[src/rtl/jtdsp16_pkg.sv]
// Shared definitions for the DSP16 serial-port blocks: word sizes, receiver
// state encoding and the Q-Sound SIOC setting the receiver framing assumes.
package jtdsp16_pkg;
  localparam int SIO_WORD_W = 16;
  localparam int SIO_ADDR_W = 8;
  localparam logic [15:0] SIOC_QSOUND = 16'h02E8;

  typedef enum logic [1:0] {
    IDLE  = 2'd0,
    SHIFT = 2'd1,
    DONE  = 2'd2
  } sio_state_e;
endpackage

[src/rtl/jtdsp16_sio_sync.sv]
// SYNC-deep, cen-gated flop chain per bit for pin-facing inputs.
// SYNC=0 is a plain wire for same-domain sources.
module jtdsp16_sio_sync #(
  parameter int             SYNC    = 0,
  parameter int             W       = 1,
  parameter logic [W-1:0]   RST_VAL = '0
) (
  input  logic         rst,
  input  logic         clk,
  input  logic         cen,
  input  logic [W-1:0] din,
  output logic [W-1:0] dout
);
  generate
    if (SYNC == 0) begin : g_pass
      assign dout = din;
    end else begin : g_chain
      logic [SYNC-1:0][W-1:0] chain;
      always_ff @(posedge clk or posedge rst) begin
        if (rst) begin
          chain <= {SYNC{RST_VAL}};
        end else if (cen) begin
          chain[0] <= din;
          for (int i = 1; i < SYNC; i++) chain[i] <= chain[i-1];
        end
      end
      assign dout = chain[SYNC-1];
    end
  endgenerate
endmodule

[src/rtl/jtdsp16_sio_rx.sv]
// DSP16 SIO serial receiver: rebuilds 16-bit MSB-first words plus the 8-bit
// SADD tag. Optional stereo split enabled by JTDSP16_SIO_RX_STEREO_EN.
module jtdsp16_sio_rx
  import jtdsp16_pkg::*;
#(
  parameter int SYNC = 0
) (
  input  logic                  rst,
  input  logic                  clk,
  input  logic                  cen,
  input  logic                  ock,
  input  logic                  sdi,
  input  logic                  old,
  input  logic                  sadd,
  output logic [SIO_WORD_W-1:0] dout,
  output logic [SIO_ADDR_W-1:0] addr,
  output logic                  dvalid,
  output logic                  ferr,
  output logic                  busy
`ifdef JTDSP16_SIO_RX_STEREO_EN
  ,
  output logic [SIO_WORD_W-1:0] left,
  output logic [SIO_WORD_W-1:0] right,
  output logic                  lr_valid
`endif
);
  logic ock_s, sdi_s, old_s, sadd_s;

  // old resets high so a freshly reset chain looks like an idle line
  jtdsp16_sio_sync #(.SYNC(SYNC), .W(4), .RST_VAL(4'b0010)) u_sync (
    .rst  (rst),
    .clk  (clk),
    .cen  (cen),
    .din  ({ock, sdi, old, sadd}),
    .dout ({ock_s, sdi_s, old_s, sadd_s})
  );

  sio_state_e            state, state_n;
  logic [SIO_WORD_W-1:0] sreg, sreg_n;
  logic [SIO_ADDR_W-1:0] areg, areg_n;
  logic [4:0]            cnt, cnt_n;
  logic                  last_ock, rise, load, abort;

  assign rise = ock_s & ~last_ock;

  always_comb begin
    state_n = state;
    sreg_n  = sreg;
    areg_n  = areg;
    cnt_n   = cnt;
    load    = 1'b0;
    abort   = 1'b0;
    case (state)
      IDLE, DONE: begin
        // DONE lasts one cycle but may already catch the next frame's MSB
        state_n = IDLE;
        if (rise && !old_s) begin
          sreg_n  = {{(SIO_WORD_W-1){1'b0}}, sdi_s};
          areg_n  = {{(SIO_ADDR_W-1){1'b0}}, sadd_s};
          cnt_n   = 5'd1;
          state_n = SHIFT;
        end
      end
      SHIFT: begin
        if (old_s) begin
          abort   = 1'b1;
          cnt_n   = 5'd0;
          state_n = IDLE;
        end else if (rise) begin
          sreg_n = {sreg[SIO_WORD_W-2:0], sdi_s};
          if (cnt < 5'd8) areg_n = {areg[SIO_ADDR_W-2:0], sadd_s};
          cnt_n = (cnt == 5'd16) ? cnt : cnt + 5'd1;
          if (cnt_n == 5'd16) begin
            load    = 1'b1;
            state_n = DONE;
          end
        end
      end
      default: state_n = IDLE;
    endcase
  end

  // dout/addr load on the 16th sample so they are already valid while
  // dvalid is high in DONE
  always_ff @(posedge clk or posedge rst) begin
    if (rst) begin
      state    <= IDLE;
      sreg     <= '0;
      areg     <= '0;
      cnt      <= '0;
      last_ock <= 1'b0;
      dout     <= '0;
      addr     <= '1;
    end else if (cen) begin
      state    <= state_n;
      sreg     <= sreg_n;
      areg     <= areg_n;
      cnt      <= cnt_n;
      last_ock <= ock_s;
      if (load) begin
        dout <= sreg_n;
        addr <= areg_n;
      end
    end
  end

  assign dvalid = cen & (state == DONE);
  assign ferr   = cen & abort;
  assign busy   = (state == SHIFT);

`ifdef JTDSP16_SIO_RX_STEREO_EN
  logic is_right;

  always_ff @(posedge clk or posedge rst) begin
    if (rst) begin
      left     <= '0;
      right    <= '0;
      is_right <= 1'b0;
    end else if (cen && load) begin
      is_right <= areg_n[0];
      if (areg_n[0]) right <= sreg_n;
      else           left  <= sreg_n;
    end
  end

  assign lr_valid = dvalid & is_right;
`endif
endmodule

[config.mk]
export PLATFORM = sky130hd
export DESIGN_NAME = jtdsp16_sio_rx
export DESIGN_NICKNAME = d
export VERILOG_FILES = /design/src/rtl/jtdsp16_pkg.sv /design/src/rtl/jtdsp16_sio_sync.sv /design/src/rtl/jtdsp16_sio_rx.sv
export SDC_FILE = /design/constraint.sdc
export NUM_CORES = 1
export LEC_CHECK = 0
export CAP_MARGIN = 10
export CORE_MARGIN = 3
export CORE_UTILIZATION = 24
export DETAILED_ROUTE_END_ITERATION = 10
export MAX_ROUTING_LAYER = met4
export PLACE_DENSITY_LB_ADDON = 0.3
export SLEW_MARGIN = 40
export SYNTH_ARGS = -nofsm -noshare
export SYNTH_HDL_FRONTEND = slang
export SYNTH_SLANG_ARGS = --single-unit
export TNS_END_PERCENT = 100
[constraint.sdc]
create_clock -name clk -period 2.9 [get_ports clk]
set_input_delay 0.435 -clock clk [delete_from_list [all_inputs] [get_ports clk]]
set_output_delay 0.435 -clock clk [all_outputs]
set_load 0.005 [all_outputs]
==> flow_summary.json <==
{
  "status": "finished clean",
  "fmax_mhz": 455,
  "start_util": 0.252,
  "dp_cells": 396,
  "hold_viol_final": 0,
  "min_period_ns": 2.20,
  "design_area_um2": 3230,
  "final_cells": 404,
  "p_sw_uw": 431,
  "io_buffers": 33,
  "synth.net_count": 243,
  "critPathLaunchType": "register",
  "tns_ns": 0,
  "cts_buffers": 5,
  "grt-ovfl-total": 0,
  "cp_max_fo": 9,
  "synth_ff_type": "dfrtp_1",
  "power.density_nw_per_um2": 469,
  "p_sw_frac": 0.284,
  "die-area_um2": 12400,
  "clockRootBuffer": "clkbuf_8",
  "pwr-share-clk": 0.301,
  "gp_congestion": 0.774,
  "required_ns": 2.47,
  "grt_pass1_vias": 1903,
  "area_growth_pct": 21.4,
  "synthMuxAreaShare": 0.0297,
  "routedWlPerCell_um": 14.6,
  "drc": 0,
  "holdCritStartpoint": "addr[3]",
  "yosysTopAreaCellShare": 0.452,
  "power_frac_seq": 0.567,
  "postCtsHoldBufs": 0,
  "end_kind": "primary output",
  "viasPerCell": 4.81,
  "grt_max_degree": 57,
  "drive_above_1_share": 0.209,
  "synthXorXnorAreaFrac": 0.00330,
  "cts_resized": 0,
  "hpwl_mm": 3.95,
  "fin_crit_sh": 0.758,
  "vias": 1943,
  "setup_viol": 0,
  "synth_top_family_by_area": "compound AO/OA/AOI/OAI gates",
  "ir_worst_vdd_mv": 0.217,
  "yosysWarnings": 0,
  "yosys.cell_types.count": 45,
  "drv_cap": 0,
  "post_dp_cell_area_um2": 3130,
  "cp-startpoint": "state[0]",
  "synthCells": 234,
  "grt_pass1_wl_mm": 10.0,
  "n_antenna_cell": 0,
  "cts_sinks": 56,
  "synth_async_sr_flop_share": 1.00,
  "comb_power_share": 0.132,
  "die_w_um": 111,
  "fin_skew_ns": 0.0115,
  "antenna_found_initial": 0,
  "hp-class": "register to register",
  "core_area_um2": 10600,
  "grtUsageTotal": 0.101,
  "intPower_mw": 1.08,
  "crit_type": "register to primary output",
  "synthTopCellsByArea": "dfrtp_1, dfstp_2, a22o_1, o21ai_2, a22oi_1",
  "synth.avg_cell_area_um2": 11.4,
  "hold_slack_ns": 0.479,
  "htreeDepth": 2,
  "synth_edf_count": 0,
  "synth-seq-area-share": 0.531,
  "maxSlewHeadroom": 0.525,
  "arrival_ns": 1.76,
  "drt_iter0_drc": 104,
  "synthAdderAreaFrac": 0.00942,
  "wl_mm": 5.89,
  "ctsLongestPathBuffers": 2,
  "post-cts-setup-buffer-count": 0,
  "syn_area_um2": 2660,
  "rows": 37,
  "worstSkewPairLatency_ns": 0.32,
  "cts_tree": "done",
  "ys_ff_latch": 56,
  "worst_slew_pin_slew_ns": 0.712,
  "nNetsFinal": 276,
  "drv_slew": 0,
  "synth_top_cell_by_area": "dfrtp_1",
  "rsz0062_at_grt": "no",
  "io_pins": 34,
  "first_pass_iters": 4,
  "ant_nets": 0,
  "synth_compound_area_frac": 0.255,
  "clkTransAtPathRegs_ns": 0.10,
  "p_leak_nw": 1.30,
  "yosysMostFrequentCell": "dfrtp_1",
  "synthTopCellsByCount": "dfrtp_1, nand2_1, a22o_1, a22oi_1, o21ai_2",
  "die_h_um": 111,
  "synth-simple-area-share": 0.132,
  "reg2reg_from": "cnt[0]"
}
[logic make-up (layout without fill, tap and decap cells)]
family                   Yosys count  count (layout)
flip-flops                        56              56
multiplexers                       7               7
adder cells (fa/ha/maj)            2               2
AND/OR/NAND/NOR                   63              63
AO/OA/AOI/OAI                     86              86
XOR/XNOR                           1               1
buffers and inverters             19              53
[flip-flops by register name (all words and copies together), names as in the netlist]
name / count
addr: 8
areg: 8
cnt: 5
dout: 16
last_ock: 1
sreg: 16
state: 2
[worst max-delay path, stage by stage, from the launching register on]
cell and delay, ns:
dfrtp_1 0.51, nor2b_1 0.26, and3_1 0.18, clkdlybuf4s50_1 0.50
[layout by cell type, fill, tap and decap left out, types with 3 or more instances in the layout]
master	count
nand2_1	33
nor2_1	5
mux2i_1	3
mux2_2	3
inv_1	3
and2_1	3
buf_4	8
clkbuf_8	5
o21ai_0	9
dfstp_2	8
o21ai_2	20
a22oi_1	22
clkdlybuf4s50_1	33
dfrtp_1	48
a22o_1	22
o31ai_1	3
nand3_1	4
[layer usage]
layer,vias to the layer above,share of wire,GRT usage,wire [µm]
met1,963,0.54,0.156,3180
met4,0,0.011,0.0292,67
li1,934,-,-,-
met3,6,0.036,0.0218,211
met5,-,0,-,0
met2,40,0.41,0.129,2440
[power by group through the flow]
stage	registers, mW	logic, mW	clock network [mW]
after global placement	0.871	0.201	0
after global routing	0.865	0.224	0.513
after detailed placement	0.872	0.202	0
after CTS	0.857	0.203	0.480
final	0.859	0.200	0.456
after floorplan	0.856	0.156	0
[final timing paths]
path	end	slack, ns	cells after the start
max reg2reg	dout[4]	0.75	7
min in group asynchronous	dout[14]	0.62	3
min reg2reg	addr[3]	0.48	2
max	ferr	0.70	3
max in group asynchronous	cnt[1]	1.79	3
min	addr[3]	0.48	2
[layout make-up]
| class | instances | area (µm²) |
|---|---|---|
| fillers | 1112 | 7330 |
| flip-flops and latches | 56 | 1410 |
| multi-input cells | 159 | 1140 |
| repair buffers | 41 | 390 |
| well taps | 136 | 170 |
| clock buffers | 5 | 68.8 |
| clock inverters | 3 | 27.5 |
| inverters | 4 | 15.0 |
[per-stage QoR]
| stage | total power [mW] | setup slack, ns | util |
|---|---|---|---|
| after floorplan | 1.01 | 1.11 | - |
| after global placement | 1.07 | 0.623 | 0.296 |
| after detailed placement | 1.07 | 0.556 | 0.296 |
| final | 1.51 | 0.701 | 0.306 |
| after global routing | 1.60 | 0.587 | 0.306 |
| after CTS | 1.54 | 0.707 | 0.306 |
Note: power is estimated with default switching activity, not from simulation.
